[config.mk]
export PLATFORM = sky130hd
export DESIGN_NAME = if_stage
export DESIGN_NICKNAME = d
export VERILOG_FILES = /design/src/rtl/cpu_pkg.sv /design/src/rtl/if_id_reg.sv /design/src/rtl/if_stage.sv
export SDC_FILE = /design/constraint.sdc
export NUM_CORES = 1
export LEC_CHECK = 0
export ABC_AREA = 1
export BUFFER_PORTS_ARGS = -buffer_cell sky130_fd_sc_hd__buf_2
export CAP_MARGIN = 10
export CORE_ASPECT_RATIO = 1.5
export CORE_MARGIN = 2
export CORE_UTILIZATION = 45
export DETAILED_ROUTE_END_ITERATION = 8
export GPL_TIMING_DRIVEN = 0
export PLACE_DENSITY_LB_ADDON = 0.12
export SYNTH_ARGS = -nofsm -noshare
export SYNTH_HDL_FRONTEND = slang
export SYNTH_SLANG_ARGS = --single-unit
export TNS_END_PERCENT = 10
[constraint.sdc]
create_clock -name clk -period 8.2 [get_ports clk]
set_input_delay 0.82 -clock clk [delete_from_list [all_inputs] [get_ports clk]]
set_output_delay 0.82 -clock clk [all_outputs]
set_load 0.1 [all_outputs]
[src/rtl/cpu_pkg.sv]
// Shared CPU definitions for the fetch stage.
//   pc_mode_e     : hazard-unit PC source select (reserved encoding behaves as sequential)
//   fetch_state_e : fetch sequencer states
//   NOP_INSTR     : instruction word used for an IF/ID bubble
//   is_redirect() : true when pc_mode selects a branch or jump target
package cpu_pkg;

   typedef enum logic [1:0] {
      PC_SEQ    = 2'b00,
      PC_BRANCH = 2'b01,
      PC_JUMP   = 2'b10,
      PC_RSVD   = 2'b11
   } pc_mode_e;

   typedef enum logic [1:0] {
      RUN0  = 2'b00,
      FETCH = 2'b01,
      DRAIN = 2'b10
   } fetch_state_e;

   localparam logic [31:0] NOP_INSTR = 32'h0000_0000;

   function automatic logic is_redirect(input pc_mode_e mode);
      return (mode == PC_BRANCH) || (mode == PC_JUMP);
   endfunction

endpackage

[src/rtl/if_id_reg.sv]
// IF/ID pipeline register.
// Ports:
//   clk, rst_n          : clock, asynchronous active-low reset
//   flush               : load a bubble (highest priority)
//   stall               : hold current contents
//   buf_valid, buf_*    : skid-buffer entry, taken first when not stalled
//   mem_valid, mem_*    : word accepted from instruction memory this cycle
//   instruction, if_pc, if_valid : register contents presented to decode
module if_id_reg
   import cpu_pkg::*;
(
   input  logic        clk,
   input  logic        rst_n,
   input  logic        flush,
   input  logic        stall,
   input  logic        buf_valid,
   input  logic [31:0] buf_instr,
   input  logic [31:0] buf_pc,
   input  logic        mem_valid,
   input  logic [31:0] mem_instr,
   input  logic [31:0] mem_pc,
   output logic [31:0] instruction,
   output logic [31:0] if_pc,
   output logic        if_valid
);

   // NOTE: state is written with non-blocking assignments so every register
   // samples pre-edge values regardless of evaluation order.
   always_ff @(posedge clk or negedge rst_n) begin
      if (!rst_n) begin
         instruction <= NOP_INSTR;
         if_pc       <= '0;
         if_valid    <= 1'b0;
      end else if (flush) begin
         instruction <= NOP_INSTR;
         if_pc       <= '0;
         if_valid    <= 1'b0;
      end else if (!stall) begin
         // A buffered word is older than anything memory returns, so it goes first.
         if (buf_valid) begin
            instruction <= buf_instr;
            if_pc       <= buf_pc;
            if_valid    <= 1'b1;
         end else if (mem_valid) begin
            instruction <= mem_instr;
            if_pc       <= mem_pc;
            if_valid    <= 1'b1;
         end else begin
            instruction <= NOP_INSTR;
            if_pc       <= '0;
            if_valid    <= 1'b0;
         end
      end
      // stall without flush: contents hold.
   end

endmodule

[src/rtl/if_stage.sv]
// Instruction fetch stage: PC, fetch sequencer, one-entry skid buffer and IF/ID register.
// Parameters:
//   RESET_PC : PC loaded at reset
//   PC_STEP  : byte increment for a sequential fetch
// Ports:
//   clk, rst_n                  : clock, asynchronous active-low reset
//   stall, flush, pc_mode       : hazard-unit controls
//   branch_target, jump_target  : redirect addresses for pc_mode 01 / 10
//   imem_req, imem_addr         : fetch request, held stable until imem_ready
//   imem_ready, imem_rdata      : memory accept and same-cycle read data
//   instruction, if_pc, if_valid: IF/ID outputs to decode
//   fetch_busy                  : fetch outstanding or discarded fetch draining
module if_stage
   import cpu_pkg::*;
#(
   parameter logic [31:0] RESET_PC = 32'h0000_0000,
   parameter logic [31:0] PC_STEP  = 32'd4
) (
   input  logic        clk,
   input  logic        rst_n,
   input  logic        stall,
   input  logic        flush,
   input  logic [1:0]  pc_mode,
   input  logic [31:0] branch_target,
   input  logic [31:0] jump_target,
   output logic        imem_req,
   output logic [31:0] imem_addr,
   input  logic        imem_ready,
   input  logic [31:0] imem_rdata,
   output logic [31:0] instruction,
   output logic [31:0] if_pc,
   output logic        if_valid,
   output logic        fetch_busy
);

   fetch_state_e state;
   pc_mode_e     mode;
   logic [31:0]  pc;
   logic [31:0]  drain_addr;
   logic         buf_valid;
   logic [31:0]  buf_instr;
   logic [31:0]  buf_pc;
   logic         redirect;
   logic [31:0]  target;
   logic         handshake;
   logic         accept;
   logic         enter_drain;

   assign mode     = pc_mode_e'(pc_mode);
   assign redirect = is_redirect(mode);
   assign target   = (mode == PC_JUMP) ? jump_target : branch_target;

   // NOTE: every output of this block gets a default before the case so no
   // path leaves it unassigned (which would infer a latch).
   always_comb begin
      imem_req  = 1'b0;
      imem_addr = pc;
      case (state)
         FETCH: imem_req = !buf_valid;
         DRAIN: begin
            // The abandoned request must stay on the bus until memory takes it.
            imem_req  = 1'b1;
            imem_addr = drain_addr;
         end
         default: ;
      endcase
   end

   assign handshake   = imem_req & imem_ready;
   // Only a FETCH-state handshake without a same-cycle redirect yields a usable word.
   assign accept      = handshake & (state == FETCH) & !redirect;
   assign enter_drain = (state == FETCH) & redirect & imem_req & !imem_ready;
   assign fetch_busy  = (state == DRAIN) | (imem_req & !imem_ready);

   always_ff @(posedge clk or negedge rst_n) begin
      if (!rst_n) begin
         state     <= RUN0;
         pc        <= RESET_PC;
         buf_valid <= 1'b0;
      end else begin
         case (state)
            RUN0:    state <= FETCH;
            FETCH:   if (enter_drain) state <= DRAIN;
            DRAIN:   if (imem_ready) state <= FETCH;
            default: state <= RUN0;
         endcase

         if (redirect)    pc <= target;
         else if (accept) pc <= pc + PC_STEP;

         // Redirect wins over both filling and draining the buffer.
         if (redirect)                          buf_valid <= 1'b0;
         else if (accept && stall)              buf_valid <= 1'b1;
         else if (buf_valid && !stall && !flush) buf_valid <= 1'b0;
      end
   end

   // NOTE: payload registers carry no reset; they are only read while the
   // matching valid/state bit says they were written.
   always_ff @(posedge clk) begin
      if (accept && stall) begin
         buf_instr <= imem_rdata;
         buf_pc    <= pc;
      end
      if (enter_drain) drain_addr <= pc;
   end

   if_id_reg u_if_id_reg (
      .clk         (clk),
      .rst_n       (rst_n),
      .flush       (flush),
      .stall       (stall),
      .buf_valid   (buf_valid),
      .buf_instr   (buf_instr),
      .buf_pc      (buf_pc),
      .mem_valid   (accept),
      .mem_instr   (imem_rdata),
      .mem_pc      (pc),
      .instruction (instruction),
      .if_pc       (if_pc),
      .if_valid    (if_valid)
   );

endmodule

==> out/results.ini <==
[place]
dp_cells = 1500
hpwl_mm = 20.8
gp_congestion = 0.901
numPortBuffers = 201

[hold_path]
min_path_cells = 0
hold_path_end = buf_pc[22]
min-delay-start = pc[22]
holdCritPathClass = reg -> reg

[setup_path]
rr_worst_depth = 10
worstPathCellList = inv_1 > ha_1 > clkbuf_1 > clkbuf_1 > nand2_1 > o21ai_0 > buf_2
worst-path-buf-inv = 4
reg2reg_from = state[0]
path_depth = 7
worstSetupEndpointType = output port
crit_required_ps = 7380
crit_family = buffers and inverters
path_max_fanout = 10
start_kind = flop
worst_path_max_delay_cell = clkbuf_1
criticalPathCategory = reg -> out
crit_top_cell = clkbuf_1
r2r_setup_slack_ps = 5430
critPathMaxStageDelay_ps = 530
critPathArrivalTime_ps = 2930
r2r-end = buf_instr[28]

[die]
design.core.area_um2 = 20300
rows = 64
die-area_um2 = 21700
io_pins = 202
die-width_um = 121
die_h_um = 179
initial_core_util = 0.456

[yosys]
ys_ff_latch = 196
netlist_area_um2 = 9240
yosys.area.top_type = edfxtp_1
yosysSeqAreaShare = 0.583
synth_top_area_frac = 0.312
yosys_warnings = 0
synthCells = 1031
synthTopCellsByArea = edfxtp_1 31%, dfrtp_1 27%, o21ai_0 8.7%
syn-num-nets = 1140
postSynthAreaPerCell_um2 = 8.96
ys_types = 36

[route]
vias_per_cell = 5.35
drcViolationCount = 0
ant_nets = 0
routed_wl_mm = 28.1
routedWlPerCell_um = 18.3
dr.first_iter.drc_count = 644
vias = 8200
drt_pass1_iterations = 5

[outcome]
status = finished clean

[global_routing]
track_usage = 0.263
grt_pass1_wl_mm = 44.1
antenna_found_initial = 0
grt_pass1_vias = 8278
grt_max_degree = 56
overflow = 0

[power_and_ir_drop]
ir_drop_mv = 0.281
p_leak_nw = 4.84
powerDensity_nw_per_um2 = 313

[timing]
fin_crit_ps = 3750
rsz0062_at_grt = no
finalSetupViolations = 0
max_freq_ghz = 0.266
min_period_over_period = 0.458
tightestPinTransition_ps = 790
finClkSkew_ps = 10.3
hold_viol_final = 0
relSlewSlack = 0.474
maxSlewViolCount = 0
finalSetupTns_ps = 0
holdWs_ps = 469

[cts]
cts-resized-gates = 0
clock_latency_ps = 430
path_clk_slew_ps = 70
cts.root.buffer_cell = clkbuf_16
postCtsSetupRepairBufs = 0
htree_levels = 4
cts_max_path_buffers = 2
cts.sinks = 196
ctsHoldBuffers = 0
cts_buffers = 17
cts_tree = yes

[finish]
drive_above_1_share = 0.207
final_common_cell = buf_2
diodes = 0
syn2layout_area_growth_pct = 21.8
fin_nets = 1364
final_cell_mix = 207 x buf_2, 196 x nand2_1, 160 x o21ai_0, 110 x nor2_1, 100 x dfrtp_1
stdcell_count = 1532

[run]
maxCapViolCount = 0

## power breakdown
part | switching (W) | internal (W)
Sequential | 0.000117 | 0.00114
Clock | 0.000366 | 0.000434
Combinational | 0.00122 | 0.000247
Total | 0.00170 | 0.00182
## stage by stage
| stage | worst slack [ps] | instance area, um2 | util | power [W] |
|---|---|---|---|---|
| 2_1_floorplan | 3750 | 9240 | - | 0.00239 |
| 3_3_place_gp | 2030 | 10600 | 0.522 | 0.00272 |
| 3_5_place_dp | 4910 | 10700 | 0.527 | 0.00274 |
| 4_1_cts | 4440 | 11200 | 0.555 | 0.00354 |
| 5_1_grt | 4250 | 11200 | 0.555 | 0.00368 |
| 6_report | 4450 | 11200 | 0.555 | 0.00352 |
## Yosys cell counts
master and number:
nand2_1 196, o21ai_0 160, nor2_1 112, dfrtp_1 100, edfxtp_1 96, nand3_1 96
a21oi_1 82, clkbuf_1 50, inv_1 44, o21ai_1 36, buf_2 7, ha_1 6
nor3_1 6, buf_6 4, o22ai_1 4, buf_1 3, inv_2 3, xor2_1 3
a31oi_1 2, buf_4 2, buf_8 2, nand2_4 2, o211ai_1 2, a211oi_1 1
a22oi_1 1, inv_4 1, nand2_2 1, nand3b_1 1, nand4_2 1, nor2_8 1
nor3_2 1, nor4_1 1, o21a_1 1, o21ai_2 1, o221ai_1 1, o32ai_1 1
## cell type report
cell class | count | area, um2
inverters | 48 | 183
well taps | 264 | 330
repair buffers | 205 | 1100
clock inverters | 13 | 109
clock buffers | 19 | 453
plain buffers | 68 | 324
multi-input cells | 719 | 3360
flip-flops and latches | 196 | 5390
fillers | 1952 | 9010
## routing by layer
metal,global-route usage,wire length [um],up-vias
li1,-,-,3990
met1,0.318,11000,3854
met2,0.456,14400,299
met3,0.0365,1430,57
met4,0.127,1230,0
met5,0,0,-
## flip-flops by register name (all words and copies together), names as in the netlist
name	count
buf_instr	32
buf_valid	1
u_if_id_reg.if_valid	1
pc	32
u_if_id_reg.if_pc	32
state	2
drain_addr	32
u_if_id_reg.instruction	32
buf_pc	32
## worst max-delay path by stage
stage                          endpoint  startpoint  slack (ps)
final                     imem_addr[25]    state[0]        4450
after global placement    buf_instr[24]       stall        2030
after CTS                 imem_addr[25]    state[0]        4440
after floorplan            buf_instr[0]  pc_mode[0]        3750
after global routing      imem_addr[16]    state[0]        4250
after detailed placement  imem_addr[25]    state[0]        4910
## kinds of logic (layout without fill, tap and decap cells)
family | Yosys count | in the layout | share of synthesized area
flops | 196 | 196 | 0.583
simple gates | 418 | 418 | 0.190
buf+inv | 116 | 353 | 0.0549
fa+ha+maj | 6 | 6 | 0.00813
xor+xnor | 3 | 3 | 0.00284
compound gates | 292 | 292 | 0.162
No activity file was read; power rests on OpenSTA's default activity.
